<file path="src/rtl/chaotic_lorenz_src.sv">
// rtl/chaotic_lorenz_src.sv - Lorenz-system Euler-step chaotic source for the DDS channel inputs
module chaotic_lorenz_src #(
  parameter int          PHASE_WIDTH = 32,
  parameter int          H_SHIFT     = 7,
  parameter int          SIGMA       = 10,
  parameter int          RHO         = 28,
  parameter logic [31:0] BETA_Q      = 32'h02AAAAAB,
  parameter logic [31:0] INIT_X      = 32'h01000000,
  parameter logic [31:0] INIT_Y      = 32'h01000000,
  parameter logic [31:0] INIT_Z      = 32'h01000000
) (
  input  logic                   clk,
  input  logic                   rst,
  input  logic                   chaotic_ctrl,
  output logic                   chaotic_valid,
  output logic [PHASE_WIDTH-1:0] chaotic_x,
  output logic [PHASE_WIDTH-1:0] chaotic_y,
  output logic [PHASE_WIDTH-1:0] chaotic_z,
  output logic                   busy,
  output logic                   overrun
);

  localparam logic [31:0] SIGN_BIT = 32'h80000000;
  localparam logic [31:0] SAT_MAX  = 32'h7FFFFFFF;
  localparam logic [31:0] SAT_MIN  = 32'h80000000;
  // rho as a Q8.24 constant; rho is a small integer so the shift cannot lose bits
  localparam logic [31:0] RHO_Q    = 32'(RHO) << 24;

  typedef enum logic [2:0] {
    S_IDLE,
    S_MUL1,
    S_MUL2,
    S_MUL3,
    S_UPD
  } state_t;

  // Clamp a widened result back into the signed 32-bit range
  function automatic logic signed [31:0] sat48(input logic signed [47:0] v);
    if (v[47:31] == {17{v[47]}}) begin
      return v[31:0];
    end else if (v[47]) begin
      return SAT_MIN;
    end else begin
      return SAT_MAX;
    end
  endfunction

  function automatic logic signed [31:0] sat_add(input logic signed [31:0] a,
                                                 input logic signed [31:0] b);
    logic [47:0] s;
    s = {{16{a[31]}}, a} + {{16{b[31]}}, b};
    return sat48(s);
  endfunction

  function automatic logic signed [31:0] sat_sub(input logic signed [31:0] a,
                                                 input logic signed [31:0] b);
    logic [47:0] s;
    s = {{16{a[31]}}, a} - {{16{b[31]}}, b};
    return sat48(s);
  endfunction

  // sigma * v as constant shift-adds; 48 bits hold any sigma below 2^16 without overflow
  function automatic logic signed [31:0] sigma_mul(input logic signed [31:0] v);
    logic [47:0] acc;
    logic [47:0] ext;
    acc = '0;
    ext = {{16{v[31]}}, v};
    for (int i = 0; i < 16; i++) begin
      if (SIGMA[i]) begin
        acc = acc + (ext << i);
      end
    end
    return sat48(acc);
  endfunction

  state_t             state_q, state_d;
  logic               pending_q, pending_d;
  logic               overrun_q, overrun_d;
  logic               valid_q, valid_d;
  logic               busy_q, busy_d;
  logic signed [31:0] x_q, x_d, y_q, y_d, z_q, z_d;
  logic signed [31:0] m1_q, m1_d, m2_q, m2_d, m3_q, m3_d;

  logic signed [31:0] mul_a, mul_b;
  logic signed [63:0] prod;
  logic signed [31:0] prod_fix;
  logic signed [31:0] rho_minus_z, diff_yx, dx, dy, dz;
  logic               unused_prod_lsbs;

  assign rho_minus_z = sat_sub($signed(RHO_Q), z_q);
  assign diff_yx     = sat_sub(y_q, x_q);
  assign dx          = sigma_mul(diff_yx);
  assign dy          = sat_sub(m1_q, y_q);
  assign dz          = sat_sub(m2_q, m3_q);

  // Operand select for the single shared multiplier, one product per MUL state
  always_comb begin
    mul_a = x_q;
    mul_b = y_q;
    case (state_q)
      S_MUL1:  mul_b = rho_minus_z;
      S_MUL3: begin
        mul_a = $signed(BETA_Q);
        mul_b = z_q;
      end
      default: ;
    endcase
  end

  assign prod     = mul_a * mul_b;
  // Q16.48 product back to Q8.24 by flooring; saturate when the integer part overflows
  assign prod_fix = (prod[63:55] == {9{prod[63]}}) ? prod[55:24]
                  : (prod[63] ? SAT_MIN : SAT_MAX);
  assign unused_prod_lsbs = ^prod[23:0];

  // Next-state logic: sequencing, request queueing and the Euler update
  always_comb begin
    state_d   = state_q;
    pending_d = pending_q;
    overrun_d = overrun_q;
    valid_d   = 1'b0;
    x_d       = x_q;
    y_d       = y_q;
    z_d       = z_q;
    m1_d      = m1_q;
    m2_d      = m2_q;
    m3_d      = m3_q;
    case (state_q)
      S_IDLE: begin
        if (chaotic_ctrl || pending_q) begin
          state_d   = S_MUL1;
          // a fresh request arriving while the pending one is taken stays queued
          pending_d = chaotic_ctrl && pending_q;
        end
      end
      S_MUL1: begin
        m1_d    = prod_fix;
        state_d = S_MUL2;
      end
      S_MUL2: begin
        m2_d    = prod_fix;
        state_d = S_MUL3;
      end
      S_MUL3: begin
        m3_d    = prod_fix;
        state_d = S_UPD;
      end
      S_UPD: begin
        x_d     = sat_add(x_q, dx >>> H_SHIFT);
        y_d     = sat_add(y_q, dy >>> H_SHIFT);
        z_d     = sat_add(z_q, dz >>> H_SHIFT);
        valid_d = 1'b1;
        state_d = S_IDLE;
      end
      default: state_d = S_IDLE;
    endcase
    if (state_q != S_IDLE && chaotic_ctrl) begin
      if (pending_q) begin
        overrun_d = 1'b1;
      end else begin
        pending_d = 1'b1;
      end
    end
    busy_d = (state_d != S_IDLE);
  end

  // State registers; reset abandons any iteration in flight
  always_ff @(posedge clk) begin
    if (rst) begin
      state_q   <= S_IDLE;
      pending_q <= 1'b0;
      overrun_q <= 1'b0;
      valid_q   <= 1'b0;
      busy_q    <= 1'b0;
      x_q       <= INIT_X;
      y_q       <= INIT_Y;
      z_q       <= INIT_Z;
      m1_q      <= '0;
      m2_q      <= '0;
      m3_q      <= '0;
    end else begin
      state_q   <= state_d;
      pending_q <= pending_d;
      overrun_q <= overrun_d;
      valid_q   <= valid_d;
      busy_q    <= busy_d;
      x_q       <= x_d;
      y_q       <= y_d;
      z_q       <= z_d;
      m1_q      <= m1_d;
      m2_q      <= m2_d;
      m3_q      <= m3_d;
    end
  end

  assign chaotic_valid = valid_q;
  assign busy          = busy_q;
  assign overrun       = overrun_q;
  assign chaotic_x     = x_q ^ SIGN_BIT;
  assign chaotic_y     = y_q ^ SIGN_BIT;
  assign chaotic_z     = z_q ^ SIGN_BIT;

endmodule

</file>
<file path="config.mk">
export PLATFORM = sky130hd
export DESIGN_NAME = chaotic_lorenz_src
export DESIGN_NICKNAME = d
export VERILOG_FILES = /design/src/rtl/chaotic_lorenz_src.sv
export SDC_FILE = /design/constraint.sdc
export NUM_CORES = 2
export LEC_CHECK = 0
export BUFFER_PORTS_ARGS = -buffer_cell sky130_fd_sc_hd__buf_2
export CAP_MARGIN = 20
export CORE_MARGIN = 8
export CORE_UTILIZATION = 35
export DETAILED_ROUTE_END_ITERATION = 8
export PLACE_DENSITY = 0.55
export SYNTH_ARGS = -nofsm -noshare
export SYNTH_HDL_FRONTEND = slang
export SYNTH_SLANG_ARGS = --single-unit
</file>
<file path="constraint.sdc">
create_clock -name clk -period 37.3 [get_ports clk]
set_input_delay 7.46 -clock clk [delete_from_list [all_inputs] [get_ports clk]]
set_output_delay 7.46 -clock clk [all_outputs]
set_load 0.03 [all_outputs]
</file>
### After elaboration in Yosys (flattened, before gate mapping)

Cells that the tools add are included.

| word-level totals | value |
|---|---|
| output and inout bits | 99 |
| register bits after elaboration | 199 |
| logic and storage cells | 70 |

| operators by class | value |
|---|---|
| mux-type cells | 27 |
| bitwise logic cells | 3 |
| $mul | 1 |
| reduce and logical (&&, ||, !) cells | 7 |
| equal/unequal tests | 13 |
| add/subtract/negate cells | 8 |

Operators by type and width:

| cell | number |
|---|---|
| 32-bit two-way mux | 19 |
| 16-bit == test | 8 |
| 32-bit by 25-bit adder with 33-bit output | 3 |
| 32-bit by 32-bit subtractor with 33-bit output | 3 |
| 32-bit by 32-bit multiplier with 64-bit output | 1 |
| 32-bit case mux with 2 select lines | 1 |
| 33-bit by 35-bit adder with 36-bit output | 1 |
| 30-bit by 32-bit subtractor with 33-bit output (first input constant) | 1 |
| 3-bit case mux with 4 select lines | 1 |
| 8-bit == test | 1 |
| 3-bit by 2-bit == test with 1-bit output (second input constant) | 2 |
| 3-bit nonzero test | 2 |
| 1-bit two-way mux | 5 |
| 3-bit by 1-bit == test with 1-bit output (second input constant) | 1 |
| 3-bit == test (second input constant) | 1 |
| 3-bit logical NOT | 1 |
| 3-bit two-way mux | 1 |
| 1-bit inverter | 3 |
| 1-bit logical AND | 2 |
| 2-bit AND reduction | 1 |
| 1-bit logical OR | 1 |

### Depth between registers and ports, before layout

| depth | value |
|---|---|
| depth after elaboration | 9 |
| gate-level depth with buffers | 50 |
| mapped depth without buffers | 44 |

### Worst setup path before layout

OpenSTA, ideal clock, no wires.

| path | value |
|---|---|
| kind | flip-flop to flip-flop |
| start point | register z_q[1] |
| end point | register m1_q[1] |
| clock period less this slack | 12.484 ns |
| cell stages (with the launch flop) | 48 |
| path buffers | 6 |
| setup time | 0.095 ns |
| slack | 24.816 ns |
| required time | 37.205 ns |
| arrival | 12.388 ns |
| cells stage by stage | dfxtp_1 nor3_1 nand4_1 nand4bb_1 or4_1 o21a_1 and3_1 nand2b_1 xnor2_1 ha_1 buf_2 buf_1 nor2_1 o21ai_0 o21ai_0 o21ai_0 clkbuf_1 nor2_1 (+12 left out) inv_1 fa_1 ha_1 clkbuf_1 nand2_1 nor2_1 and4_1 and3_1 a221o_1 a31o_2 a31oi_1 xor2_1 or4_1 or4_4 and2_1 buf_6 buf_6 o311ai_1 |

| between the ends | value |
|---|---|
| cells in the longest elaborated chain, start to end | 7 |
| elaborated cells on any way between the ends | 9 |

RTL lines:

| what | line | RTL |
|---|---|---|
| start: declaration | 81 | `logic signed [31:0] x_q, x_d, y_q, y_d, z_q, z_d;` |
| start signal: assignment | 189 | `z_q <= z_d;` |
| 30-bit by 32-bit subtractor with 33-bit output | 58 | `s = {{16{a[31]}}, a} - {{16{b[31]}}, b};` |
| 16-bit == test / 32-bit two-way mux (equally long branches) | 39, 41 |  |
| 32-bit two-way mux | 39 | `if (v[47:31] == {17{v[47]}}) begin` |
| 32-bit case mux with 2 select lines * | 100 | `case (state_q)` |
| 32-bit by 32-bit multiplier with 64-bit output * | 110 | `assign prod = mul_a * mul_b;` |
| 8-bit == test / 32-bit two-way mux (equally long branches) | 112, 113 |  |
| 32-bit two-way mux * | 112 | `assign prod_fix = (prod[63:55] == {9{prod[63]}}) ? prod[55:24]` |
| end signal: assignment | 190 | `m1_q <= m1_d;` |
| end: declaration | 82 | `logic signed [31:0] m1_q, m1_d, m2_q, m2_d, m3_q, m3_d;` |

Mark *: on every way between the ends. The rest lies on a longest branch, timed or not.
A chain may end at the register's enable or synchronous reset.

### Worst setup path in the final report

| path | value |
|---|---|
| start point | register z_q[1] |
| end point | register m1_q[13] |

The elaborated chain is that of the path after synthesis.

==> metrics <==
syn nets around 8,000; core area 158,000 sq um; placer congestion estimate 0.980; post-DP HPWL roughly 160 mm; Gate Count Post-Synth roughly 6,700; Overall Global Routing Usage 23.3%; HP Class flip-flop to flip-flop; fraction of registers with async set/reset 0%; initial antenna violation count 7; number of synthesized flops with an enable pin 0; Synth Flop Type dfxtp_1; Avg Cell Area, Syn 8.37 sq um; Final Max Tran Viols 0; cts hold-fix bufs 0; cell taking the most area after synthesis fa_1; Clk Latency, worst-skew pair 0.53 ns; share of cells above drive strength 1 5.53%; #FFs+latches synth 199; initial DRC count 4,027; Synth top area share between 30% and 40%; status finished clean; CP startpoint z_q[1]; Area Growth Syn to Fin 5.76%; fin crit period 15.68 ns; vias in the first global route 48,000; maximum vdd drop ~0.17 mV; Reg2Reg Depth 41; Critical Path Max Stage Delay approximately 0.85 ns; mapped cell area 55,700 sq um; crit path DAT approximately 16 ns; drt first pass iters 7; Remaining DRCs 0; Fin Setup TNS 0 ns; Slew headroom 25.7%; crit path kind flip-flop to flip-flop; count of different cell masters after synthesis 88; Buffers on Ports 101; type of origin of the critical path flip-flop; PwrDens 84.6 nW/um^2; CTS tree yes; leakage power around 28 nW; I/O pins 102; count leader, synth inv_1; Total Nets Final 8,010; Setup Skew 0.0316 ns; ANT nets after route 0; final period utilization approximately 42%; total grt overflow 0; crit-path most repeated cell fa_1; Die X 415 um; commonest cells in the netlist inv_1 (1,132), fa_1 (1,085), nor2_1 (811); slew of the pin with the lowest slew margin about 1.1 ns; clock net sink count 199; global-route wire length before repair roughly 300 mm; final hold vios 0; register area 3990 sq um; Synthesis Warnings 0; Routed WL between 200 and 250 mm; row count 146; Fmax 63.8 MHz; Post-CTS Setup Bufs 0; cts bufs inserted 17; Max-Cap Viols 0; post-cts gate resize count 0; reg2reg start z_q[1]; Worst Path Max Fanout 39; via count 46,900; fin area a little under 60,000 sq um; root buffer selected by CTS clkbuf_16; clock buffer depth 2; Starting Density 35.2%; die area 172,000 sq um; Critical Path End Type flip-flop; footprint of the multi-input gates 45,800 sq um; placed insts 8,563; Worst Hold Slack 0.465 ns; placed cell area 58,200 sq um; routed vias/inst between 5 and 6; Area contributors post-synth fa_1 (39%), ha_1 (9.2%), inv_1 (7.6%); Final Setup Violations 0; slowest CP cell nor4_1; critical path endpoint m1_q[13]; non-filler cells, final approximately 8,600; Die Ht 415 um; WL/cell 23.8 um; Layout fillers 16,400; Crit path required time approximately 38 ns; Seq/Total Area, Yosys between 7 and 8%; r2r setup slk 21.62 ns; Clock transition at path regs about 0.1 ns; RSZ-0062 raised after global routing no; R2R Path End m1_q[13]; largest net degree at the start of global routing 80; CTS H-tree lvls 4
## metrics by stage
stage | setup slack [ns] | power [W] | utilization, %
6_report | 21.62 | 0.00499 | 37.2
5_1_grt | 21.04 | 0.00546 | 37.2
4_1_cts | 21.86 | 0.00496 | 37.2
3_5_place_dp | 21.94 | 0.00472 | 36.8
3_3_place_gp | 21.91 | 0.00468 | 36.7
2_1_floorplan | 24.82 | 0.00371 | -
## worst max-delay path, delay by kind of cell (launching register included)
kind,cells,cell delay (ns)
and+or+nand+nor,14,5.17
adders and majority gates,10,4.95
AOI/OAI and AO/OA,10,3.33
buffers and inverters,6,1.49
DFF,1,0.42
xor gates and xnor gates,1,0.16
## flip-flops by register name, summed over array words and instances, names as in the netlist
name,cells
m3_q,32
state_q,3
x_q,32
overrun,1
busy,1
m2_q,32
y_q,32
m1_q,32
chaotic_valid,1
z_q,32
pending_q,1
## worst min path at each step
| stage | startpoint | slack [ns] | endpoint | depth (start not counted) |
|---|---|---|---|---|
| after floorplan | m1_q[0] | 0.42 | m1_q[0] | 2 |
| after global placement | m1_q[0] | 0.44 | m1_q[0] | 2 |
| after detailed placement | m1_q[0] | 0.44 | m1_q[0] | 2 |
| after CTS | m1_q[0] | 0.46 | m1_q[0] | 2 |
| after global routing | m1_q[0] | 0.48 | m1_q[0] | 2 |
| final | m1_q[0] | 0.47 | m1_q[0] | 2 |
## cells in the final DEF, fill, tap and decap left out, types with 17 or more instances in the layout
cell type / instances
o311ai_1: 53
nor3_1: 50
inv_1: 1132
xnor2_1: 135
dfxtp_1: 198
xor2_1: 88
a221oi_1: 29
a21oi_1: 264
fa_1: 1085
a31oi_1: 34
nand4_1: 30
nand2b_1: 63
maj3_1: 64
nand2_1: 737
o31ai_1: 27
ha_1: 409
o21bai_1: 46
and3_1: 34
o21a_1: 45
or3_1: 23
a211oi_1: 102
and2_1: 50
a221o_1: 34
nor2b_1: 29
nand3_1: 57
buf_4: 134
buf_2: 102
o211ai_1: 20
clkbuf_16: 17
a21o_1: 97
nor2_1: 797
o21ai_0: 273
## layout make-up
class / instances / area share [%]
timing repair buffer: 242 / 2.77
inverter: 1133 / 7.21
antenna: 5 / 0.0212
sequential: 199 / 6.76
clock buffer: 17 / 0.722
multi-input combinational: 4920 / 77.7
clock inverter: 15 / 0.382
tap: 2072 / 4.40
## power breakdown
part | total [W] | internal (W) | leakage (nW) | switching, W
Clock | 0.000212 | 0.0000945 | 0.310 | 0.000118
Sequential | 0.000274 | 0.000239 | 1.61 | 0.0000352
Combinational | 0.00450 | 0.00178 | 25.7 | 0.00272
Total | 0.00499 | 0.00211 | 27.6 | 0.00287
## logic make-up (layout without fill, tap and decap cells)
family / after synthesis / count (layout) / share of synthesized area (%)
and+or+nand+nor: 1962 / 1962 / 15.0
adders and majority gates: 1558 / 1558 / 49.3
buffers and inverters: 1538 / 1407 / 11.1
AOI/OAI and AO/OA: 1170 / 1170 / 13.8
xor gates and xnor gates: 225 / 225 / 3.53
DFF: 199 / 199 / 7.15
muxes: 5 / 5 / 0.0920
other: 0 / 5 / 0
## layer usage
layer / vias up / share of wire [%] / GRT usage [%]
met1: 23900 / 42 / 30.8
met3: 423 / 7.4 / 4.11
met4: 0 / 5.1 / 9.42
li1: 20900 / - / -
met2: 1755 / 46 / 38.0
met5: - / 0 / 0
Power figures use the tool's default switching activity.
